--- src/rtl/vc_insert_ctrl.sv ---
// Victim-cache insert controller.
// Accepts L1 evictions and installs them into a NUM_WAYS victim tag store.
// It merges a duplicate tag into the existing way, otherwise uses the lowest
// invalid way, otherwise replaces the round-robin victim. A dirty victim is
// written back to memory before it is overwritten.
// Ports:
//   clk, rst                                  clock, async active-high reset
//   evict_valid/ready/tag/dirty               eviction offer from L1
//   inval_req/inval_way                       swap-back invalidate request
//   write_en/way_index_in/tag_in/dirty_in     tag-store install port
//   invalidate_en/invalidate_way              tag-store invalidate port
//   read_en/read_way_index/tag_read/
//   dirty_read/valid_read                     tag-store read port (comb)
//   tag_in_lookup/hit/hit_way_index           tag-store lookup (comb)
//   wb_valid/wb_tag/wb_ready                  dirty-victim writeback
//   busy                                      controller not idle
module vc_insert_ctrl #(
  parameter int unsigned TAG_WIDTH = 20,
  parameter int unsigned NUM_WAYS  = 4,
  localparam int unsigned W        = $clog2(NUM_WAYS)
) (
  input  logic                 clk,
  input  logic                 rst,
  input  logic                 evict_valid,
  output logic                 evict_ready,
  input  logic [TAG_WIDTH-1:0] evict_tag,
  input  logic                 evict_dirty,
  input  logic                 inval_req,
  input  logic [W-1:0]         inval_way,
  output logic                 write_en,
  output logic [W-1:0]         way_index_in,
  output logic [TAG_WIDTH-1:0] tag_in,
  output logic                 dirty_in,
  output logic                 invalidate_en,
  output logic [W-1:0]         invalidate_way,
  output logic                 read_en,
  output logic [W-1:0]         read_way_index,
  input  logic [TAG_WIDTH-1:0] tag_read,
  input  logic                 dirty_read,
  input  logic                 valid_read,
  output logic [TAG_WIDTH-1:0] tag_in_lookup,
  input  logic                 hit,
  input  logic [W-1:0]         hit_way_index,
  output logic                 wb_valid,
  output logic [TAG_WIDTH-1:0] wb_tag,
  input  logic                 wb_ready,
  output logic                 busy
);

  typedef enum logic [2:0] {IDLE, SCAN, VICTIM, WB, INSTALL} state_t;

  localparam logic [W-1:0] LAST_WAY = W'(NUM_WAYS - 1);

  state_t               state, state_d;
  logic [W-1:0]         cnt, cnt_d;
  logic [W-1:0]         rr_ptr, rr_ptr_d;
  logic [W-1:0]         target, target_d;
  logic [TAG_WIDTH-1:0] tag_q, tag_d;
  logic                 dirty_q, dirty_d;
  logic [TAG_WIDTH-1:0] wb_tag_q, wb_tag_d;
  logic                 victim_q, victim_d;
  // last driven values, so outputs hold while idle
  logic [W-1:0]         rd_idx_q;
  logic [TAG_WIDTH-1:0] tag_in_q;
  logic                 dirty_in_q;

  // State and datapath registers
  always_ff @(posedge clk or posedge rst) begin
    if (rst) begin
      state      <= IDLE;
      cnt        <= '0;
      rr_ptr     <= '0;
      target     <= '0;
      tag_q      <= '0;
      dirty_q    <= 1'b0;
      wb_tag_q   <= '0;
      victim_q   <= 1'b0;
      rd_idx_q   <= '0;
      tag_in_q   <= '0;
      dirty_in_q <= 1'b0;
    end else begin
      state    <= state_d;
      cnt      <= cnt_d;
      rr_ptr   <= rr_ptr_d;
      target   <= target_d;
      tag_q    <= tag_d;
      dirty_q  <= dirty_d;
      wb_tag_q <= wb_tag_d;
      victim_q <= victim_d;
      if (read_en) rd_idx_q <= read_way_index;
      if (write_en) begin
        tag_in_q   <= tag_in;
        dirty_in_q <= dirty_in;
      end
    end
  end

  // Next-state and output decode
  always_comb begin
    state_d        = state;
    cnt_d          = cnt;
    rr_ptr_d       = rr_ptr;
    target_d       = target;
    tag_d          = tag_q;
    dirty_d        = dirty_q;
    wb_tag_d       = wb_tag_q;
    victim_d       = victim_q;
    evict_ready    = 1'b0;
    read_en        = 1'b0;
    read_way_index = rd_idx_q;
    write_en       = 1'b0;
    way_index_in   = target;
    tag_in         = tag_in_q;
    dirty_in       = dirty_in_q;
    wb_valid       = 1'b0;

    unique case (state)
      IDLE: begin
        evict_ready = 1'b1;
        if (evict_valid) begin
          tag_d    = evict_tag;
          dirty_d  = evict_dirty;
          cnt_d    = '0;
          victim_d = 1'b0;
          state_d  = SCAN;
        end
      end
      SCAN: begin
        read_en = 1'b1;
        if (cnt == '0 && hit) begin
          // duplicate tag: merge dirtiness into the existing way
          read_way_index = hit_way_index;
          target_d       = hit_way_index;
          dirty_d        = dirty_q | dirty_read;
          state_d        = INSTALL;
        end else begin
          read_way_index = cnt;
          if (!valid_read) begin
            target_d = cnt;
            state_d  = INSTALL;
          end else if (cnt == LAST_WAY) begin
            state_d = VICTIM;
          end else begin
            cnt_d = cnt + W'(1);
          end
        end
      end
      VICTIM: begin
        read_en        = 1'b1;
        read_way_index = rr_ptr;
        target_d       = rr_ptr;
        wb_tag_d       = tag_read;
        victim_d       = 1'b1;
        state_d        = dirty_read ? WB : INSTALL;
      end
      WB: begin
        wb_valid = 1'b1;
        if (wb_ready) state_d = INSTALL;
      end
      INSTALL: begin
        tag_in   = tag_q;
        dirty_in = dirty_q;
        // a pending invalidation holds off the install
        if (!inval_req) begin
          write_en = 1'b1;
          state_d  = IDLE;
          if (victim_q) rr_ptr_d = rr_ptr + W'(1);
        end
      end
      default: state_d = IDLE;
    endcase
  end

  assign tag_in_lookup  = tag_q;
  assign wb_tag         = wb_tag_q;
  assign invalidate_en  = inval_req;
  assign invalidate_way = inval_way;
  assign busy           = (state != IDLE);

endmodule

--- config.mk ---
export PLATFORM = sky130hd
export DESIGN_NAME = vc_insert_ctrl
export DESIGN_NICKNAME = d
export VERILOG_FILES = /design/src/rtl/vc_insert_ctrl.sv
export SDC_FILE = /design/constraint.sdc
export NUM_CORES = 1
export LEC_CHECK = 0
export CAP_MARGIN = 20
export CORE_MARGIN = 2
export CORE_UTILIZATION = 45
export DETAILED_ROUTE_END_ITERATION = 6
export GPL_ROUTABILITY_DRIVEN = 0
export PLACE_DENSITY = 0.83
export SLEW_MARGIN = 15
export SYNTH_ARGS = -nofsm -noshare
export SYNTH_HDL_FRONTEND = slang
export SYNTH_SLANG_ARGS = --single-unit
--- constraint.sdc ---
create_clock -name clk -period 6.1 [get_ports clk]
set_input_delay 1.22 -clock clk [delete_from_list [all_inputs] [get_ports clk]]
set_output_delay 1.22 -clock clk [all_outputs]
set_load 0.02 [all_outputs]
* Yosys cells after proc, flatten, opt, wreduce, memory -nomap -nowiden *
Cells that the tools add are included.

word-level totals
  register bits = 74
  output and inout port bits = 73
  word-level logic and storage cells = 74

cells by class
  equality and inequality tests = 14
  reductions and logical operators = 15
  bitwise gates (word level) = 2
  add/subtract/negate cells = 2
  multiplexer cells = 30

operators by type and width
  cell                                                                    count
  3-bit 2-to-1 mux                                                        7
  20-bit 2-to-1 mux                                                       1
  3-bit one-hot mux with 5 select lines                                   1
  2-bit 2-to-1 mux                                                        7
  2-bit != test (second input constant)                                   7
  2-bit one-hot mux with 2 select lines                                   3
  1-bit 2-to-1 mux                                                        9
  3-bit by 2-bit equality test with 1-bit output (second input constant)  2
  2-bit AND reduction                                                     3
  3-bit AND reduction                                                     2
  2-bit nonzero test                                                      3
  5-bit AND reduction                                                     1
  2-bit by 1-bit adder with 2-bit output (second input constant)          2
  4-bit != test (second input constant)                                   1
  1-bit one-hot mux with 2 select lines                                   2
  4-bit AND reduction                                                     1
  3-bit by 1-bit equality test with 1-bit output (second input constant)  1
  3-bit equality test (second input constant)                             1
  3-bit logical NOT                                                       1
  3-bit != test (second input constant)                                   1
  3-bit nonzero test                                                      1
  2-bit equality test (second input constant)                             1
  2-bit logical NOT                                                       1
  2-bit OR reduction                                                      1
  other kinds (3)                                                         3

* Logic depth before layout (Yosys ltp) *
Gate-level depths: netlist of the first run.

  word-level depth = 5
  mapped depth = 6

* Worst setup path after synthesis of the first run *
No wires, ideal clock.

  kind = input to output
  start point = input port inval_req
  end point = output port write_en
  cell stages on the path = 2
  path buffers = 1
  path slack = 3021 ps
  arrival = 1859 ps
  path through = nor4b_4 -> buf_2

on the way
  word-level cells in the longest chain between the ends = 2

RTL lines
  element           RTL line  RTL
  from (decl)       28        input logic inval_req,
  1-bit 2-to-1 mux  164       if (!inval_req) begin
  1-bit 2-to-1 mux  117       unique case (state)
  to (decl)         30        output logic write_en,

No other way between the ends.

* Final worst setup path of the first run *
  start point = input port hit
  end point = output port read_way_index[0]

on the way
  word-level cells in the longest chain between the ends = 3

RTL lines
  element                                RTL line  RTL
  from (decl)                            42        input logic hit,
  1-bit logical AND                      130       if (cnt == '0 && hit) begin
  2-bit 2-to-1 mux                       130
  2-bit one-hot mux with 2 select lines  117
  to (decl)                              37        output logic [W-1:0] read_way_index,

No other way between the ends.

==> results.tsv, run 1 <==
stage	metric	value	unit
cts	Post-CTS Setup Repair Bufs	0	
die	Initial Util	0.464	
layout	# fillers	559	
grt	GRT met2 Usage	0.310	
cts	Clk Latency, worst-skew pair	0.33	ns
logic_synthesis	Synth Area in Simple Gates	0.129	
logic_synthesis	Post-Syn Instances	280	
cts	CTS sink count	74	
die	core area	7210	um^2
route	Routed WL	7.55	mm
worst_setup_path	CP Max Fanout	4	
logic_synthesis	Avg Cell Area, Syn	11.9	um^2
power	pwr dens	547	nW/um^2
logic_synthesis	synthesized net count	335	
sta	setup_tns	0	ns
die	io pins	126	
sta	worst slew pin tran	0.898	ns
route	DR WL/cell	15.1	um
min_path	Hold Path Class	reg2reg	
logic_synthesis	number of synthesized flops with an enable pin	0	
cts	cts repair resizes	0	
layout	Syn-to-layout area delta	45.3	%
logic_synthesis	Syn Std Cell Area	3350	um^2
sta	Fin. Hold Viols	0	
logic_synthesis	Post-Synth Adder-Cell Area	0.00748	
power	VDD IR max	307	uV
grt	global routing usage on met1	0.241	
die	die width	90.2	um
layout	commonest cells after routing, fill and taps aside	clkdlybuf4s50_1 (121), dfrtp_1 (74), nand2_1 (67), mux2_2 (62), clkbuf_8 (9)	
placement	DP Area	4620	um^2
cts	H-tree Lvls	3	
grt	GR peak layer	met2	
sta	Slew Limit Fails	0	
route	Residual DRC	0	
placement	Inst Count DP	485	
worst_setup_path	Startpoint Class	input pin	
grt	pin count of the biggest net entering global routing	75	
placement	I/O Buffers	121	
power	Power Total	2.66	mW
sta	unrepaired setup endpoints after global routing	false	
layout	Layout Cells excl Fill	501	
logic_synthesis	area fraction in compound gates after synthesis	0.0415	
worst_setup_path	CP endpoint kind	output port	
grt	M3 GR Usage	0.0788	
worst_setup_path	Crit Path Class	in2out	
cts	CTS buffer count	9	
placement	Final HPWL DP	5.41	mm
route	vias per std cell	5.05	
logic_synthesis	largest family of logic cells by synthesized area	multiplexers	
logic_synthesis	Synth Warn #	0	
power	Clock Power Share	0.169	
sta	final setup violating endpoints	0	
run_status	status	finished clean	
layout	n_diodes	0	
power	P_int	1.69	mW
route	drt pass-1 iters	4	
grt	total gr overflow	0	
worst_setup_path	Worst Path Arrival	2.88	ns
layout	most common cell after layout, fill and taps aside	clkdlybuf4s50_1	
sta	skew final	0.00618	ns
cts	register clock-pin slew on the reported worst setup and hold paths	0.07	ns
layout	share of cells above drive strength 1	0.231	
logic_synthesis	Synth Flop Type	dfrtp_1	
cts	Clock Path Buffers	2	
power	Gate power share	0.506	
die	Die ar.	8140	um^2
die	Die H	90.2	um
logic_synthesis	mux contribution to synthesized area	0.224	
route	Initial DRC Count	72	
logic_synthesis	Synth Register Bits	74	
sta	Tcrit/Tclk final	0.673	
grt	initial antenna violation count	0	
grt	vias in the first global route	2527	
power	Flop pwr share	0.325	
cts	Post-CTS Hold Fix Bufs	0	
route	Vias	2528	
logic_synthesis	library cells used by synthesis	32	
layout	post-route design area	4860	um^2
logic_synthesis	post-synthesis xor/xnor area fraction	0.00524	
cts	CTS tree	built	
grt	first-pass GRT wire length	12.5	mm
logic_synthesis	sequential cell area fraction in the yosys report	0.553	
worst_setup_path	Critical Path RT	4.88	ns
power	switch share	0.363	
die	Site Rows	31	
flow_run	max_cap viols	0	
route	number of routed nets with antenna violations	0	
power	P_leak	2.05	nW
logic_synthesis	ys async rst share	1.00	
sta	max frequency	244	MHz
power	Psw	965	uW
sta	Hold Worst Slack	0.479	ns
sta	crit path time final	4.10	ns
layout	Nets	452	
sta	slew margin rel.	0.401	
grt	Total GRT Usage	0.192	
cts	CTS root buffer	clkbuf_8	
-- area by class of cell --
cell class | count | area (um^2) | share of cell area
clock buffer | 9 | 124 | 0.0255
clock inverter | 7 | 116 | 0.0239
inverter | 6 | 22.5 | 0.00463
multi-input combinational | 180 | 1370 | 0.282
sequential | 74 | 1850 | 0.381
tap | 99 | 124 | 0.0255
timing repair buffer | 126 | 1250 | 0.257
-- layer usage --
layer	vias up	part of all wire
li1	1180	-
met1	1235	0.42
met2	104	0.47
met3	9	0.096
met4	0	0.0083
met5	-	0
-- flip-flops by register name (all words and copies together), names as in the netlist --
signal and flops:
tag_in_lookup 20, rd_idx_q 2, cnt 2, victim_q 1, wb_tag 20, tag_in_q 20
rr_ptr 2, way_index_in 2, state 3, dirty_q 1, dirty_in_q 1
-- kinds of logic (layout without fill, tap and decap cells) --
logic type,count (synthesis),count (layout)
xor gates and xnor gates,2,2
AOI/OAI and AO/OA,19,19
and+or+nand+nor,91,91
DFF,74,74
muxes,66,66
adders and majority gates,2,2
buffers and inverters,26,148
-- metrics by stage --
step           setup WS, ns   util
2_1_floorplan          3.00      -
3_3_place_gp           2.06  0.640
3_5_place_dp           2.02  0.640
4_1_cts                2.02  0.674
5_1_grt                1.95  0.674
6_report               2.00  0.674
-- worst max-delay path, stage by stage --
cell             delay, ns
clkdlybuf4s50_1       0.55
nand2_1               0.13
mux2i_1               0.17
o211ai_1              0.18
clkdlybuf4s50_1       0.63
-- power by group through the flow --
stage          clock [mW]  sequential [mW]  combinational (mW)
6_report            0.450            0.864                1.34
5_1_grt             0.482            0.902                1.43
4_1_cts             0.462            0.867                1.36
3_5_place_dp            0            0.874                1.35
3_3_place_gp            0            0.859                1.33
2_1_floorplan           0            0.960               0.659
-- worst paths after layout --
kind	endpoint	slack (ns)	cells after the start	from
hold / removal	wb_tag[6]	0.48	2	wb_tag[6]
max in group asynchronous	dirty_in_q	4.05	3	rst
setup / recovery	read_way_index[0]	2.00	5	hit
min in group asynchronous	tag_in_lookup[3]	1.48	3	rst
setup reg to reg	tag_in_lookup[9]	3.90	3	state[0]
hold reg to reg	wb_tag[6]	0.48	2	wb_tag[6]
-- synth_stat cells, types with 2 or more instances --
| library cell | count | area share |
|---|---|---|
| o211ai_1 | 8 | 0.018 |
| nand2_1 | 67 | 0.075 |
| inv_1 | 6 | 0.0067 |
| nor2_1 | 4 | 0.0045 |
| mux2_4 | 2 | 0.0090 |
| xnor2_1 | 2 | 0.0052 |
| nand3_1 | 3 | 0.0045 |
| dfrtp_1 | 74 | 0.55 |
| ha_1 | 2 | 0.0075 |
| nor3_1 | 4 | 0.0060 |
| o21ai_0 | 3 | 0.0045 |
| mux2i_1 | 2 | 0.0060 |
| clkbuf_1 | 6 | 0.0067 |
| a21oi_1 | 2 | 0.0030 |
| mux2_2 | 62 | 0.21 |
| nor3b_1 | 4 | 0.0090 |
| nor2b_1 | 2 | 0.0037 |
| buf_2 | 9 | 0.013 |
| nor4b_4 | 2 | 0.014 |
| buf_4 | 4 | 0.0090 |
Note: power is estimated with default switching activity, not from simulation.
==> inputs of run 2 (changes only) <==
Settings changed: CORE_UTILIZATION 45 to 40, PLACE_DENSITY 0.83 to 0.79.
Clock period 6.1 ns to 3.6 ns, I/O delays scaled along.
==> run 2 against run 1 <==
Compared with the run above:
- wire length is 2.1% higher
- largest cell class unchanged
- power up 72%
- setup slack worse by 1.8 ns
- worst hold slack lost 0.0039 ns
- register-to-register slack got worse by 2.4 ns
- clock-buffer cell count unchanged
- critical endpoint unchanged
- sequential power increased by 70%
==> results.tsv, run 2 (synthesis results as in run 1) <==
stage	metric	value	unit	change
power	Gate power share	0.498		was 0.506
cts	H-tree Lvls	3		unchanged
layout	share of cells above drive strength 1	0.231		unchanged
die	Initial Util	0.409		was 0.464
cts	CTS buffer count	9		unchanged
grt	Total GRT Usage	0.175		was 0.192
worst_setup_path	Worst Path Arrival	2.65	ns	was 2.88 ns
cts	Post-CTS Hold Fix Bufs	0		unchanged
run_status	status	finished clean		unchanged
layout	final core utilization	0.599		was 0.674
sta	Hold Worst Slack	0.476	ns	was 0.479 ns
layout	Nets	453		was 452
worst_setup_path	flop-to-flop setup slack	1.48	ns	was 3.90 ns
power	Flop pwr share	0.322		was 0.325
route	Routed WL	7.71	mm	was 7.55 mm
layout	n_diodes	0		unchanged
sta	Tcrit/Tclk final	0.937		
layout	post-route design area	4900	um^2	was 4860 um^2
die	Die ar.	9110	um^2	was 8140 um^2
layout	Syn-to-layout area delta	46.5	%	was 45.3%
sta	unrepaired setup endpoints after global routing	false		unchanged
cts	Clk Latency, worst-skew pair	0.35	ns	was 0.33 ns
sta	setup_tns	0	ns	unchanged
worst_setup_path	Startpoint Class	flop		was input pin
grt	GRT met2 Usage	0.286		was 0.310
worst_setup_path	CP endpoint kind	output port		unchanged
grt	global routing usage on met1	0.211		was 0.241
layout	# fillers	667		was 559
sta	Fin. Hold Viols	0		unchanged
layout	Layout Cells excl Fill	507		was 501
cts	CTS root buffer	clkbuf_8		unchanged
cts	Post-CTS Setup Repair Bufs	0		unchanged
grt	initial antenna violation count	0		unchanged
die	Die H	95.5	um	was 90.2 um
power	Clock Power Share	0.180		was 0.169
worst_setup_path	Critical Path RT	2.88	ns	was 4.88 ns
route	Residual DRC	0		unchanged
placement	Inst Count DP	492		was 485
layout	commonest cells after routing, fill and taps aside	clkdlybuf4s50_1 (121), dfrtp_1 (74), nand2_1 (67), mux2_2 (62), clkbuf_8 (9)		unchanged
route	Vias	2536		was 2,528
sta	max frequency	296	MHz	
grt	vias in the first global route	2551		was 2,527
layout	multi-input logic area	1370	um^2	unchanged
sta	worst slew pin tran	0.566	ns	was 0.898 ns
route	DR WL/cell	15.2	um	was 15.1 um
grt	pin count of the biggest net entering global routing	75		unchanged
power	Power Total	4.58	mW	was 2.66 mW
grt	GR peak layer	met2		unchanged
min_path	Hold Path Class	reg2reg		unchanged
route	vias per std cell	5.00		was 5.05
placement	I/O Buffers	121		unchanged
layout	FF+latch area	1850	um^2	unchanged
power	P_int	2.94	mW	was 1.69 mW
grt	first-pass GRT wire length	12.2	mm	was 12.5 mm
power	P_leak	2.07	nW	was 2.05 nW
layout	most common cell after layout, fill and taps aside	clkdlybuf4s50_1		unchanged
cts	register clock-pin slew on the reported worst setup and hold paths	0.07	ns	about the same
die	die width	95.5	um	was 90.2 um
sta	slew margin rel.	0.622		was 0.401
die	io pins	126		unchanged
die	core area	8180	um^2	was 7210 um^2
cts	CTS sink count	74		unchanged
sta	Slew Limit Fails	0		unchanged
power	pwr dens	934	nW/um^2	was 547 nW/um^2
sta	fin worst setup slack	0.227	ns	was 2.00 ns
sta	crit path time final	3.37	ns	
cts	Clock Path Buffers	2		unchanged
worst_setup_path	CP Max Fanout	26		was 4
cts	cts repair resizes	0		unchanged
route	Initial DRC Count	45		was 72
worst_setup_path	Crit Path Class	reg2out		was in2out
die	Site Rows	33		was 31
power	switch share	0.357		was 0.363
flow_run	max_cap viols	0		unchanged
route	number of routed nets with antenna violations	0		unchanged
placement	DP Area	4650	um^2	was 4620 um^2
power	Psw	1.64	mW	was 965 uW
cts	CTS tree	built		unchanged
route	drt pass-1 iters	4		unchanged
power	VDD IR max	635	uV	was 307 uV
placement	DP Worst Slack	0.500	ns	was 2.02 ns
sta	skew final	0.00299	ns	was 0.00618 ns
sta	final setup violating endpoints	0		unchanged
grt	M3 GR Usage	0.0617		was 0.0788
placement	Final HPWL DP	5.37	mm	was 5.41 mm
grt	total gr overflow	0		unchanged
## run 2: path summary, 6_finish.rpt
kind | endpoint | from | cells after the start
worst max-delay path | read_way_index[0] | state[1] | 4
worst min-delay path | rr_ptr[1] | rr_ptr[1] | 1
worst max register to register | cnt[0] | state[0] | 3
worst min register to register | rr_ptr[1] | rr_ptr[1] | 1
max in group asynchronous | wb_tag[7] | rst | 3
min in group asynchronous | tag_in_lookup[6] | rst | 3
## run 2: worst max-delay path, stage by stage (launching register included)
cell	delay (ns)
dfrtp_1	0.68
or3b_2	0.74
nand3_1	0.22
o211ai_1	0.11
clkdlybuf4s50_1	0.56
## run 2: layer usage
metal,vias up,share of wire
li1,1193,-
met1,1220,0.43
met2,110,0.45
met3,13,0.10
met4,0,0.016
met5,-,0
## run 2: power by group through the flow
stage          combinational (mW)  clock (mW)  sequential, mW
2_1_floorplan                1.12           0            1.63
3_3_place_gp                 2.26           0            1.46
3_5_place_dp                 2.30           0            1.48
4_1_cts                      2.31       0.838            1.48
5_1_grt                      2.45       0.876            1.53
6_report                     2.28       0.825            1.47
## run 2: final cells by class
cell class / instances / area share
Clock buffer: 9 / 0.0253
Clock inverter: 6 / 0.0266
Inverter: 6 / 0.00460
Multi-Input combinational cell: 180 / 0.280
Sequential cell: 74 / 0.378
Tap cell: 105 / 0.0268
Timing Repair Buffer: 127 / 0.259
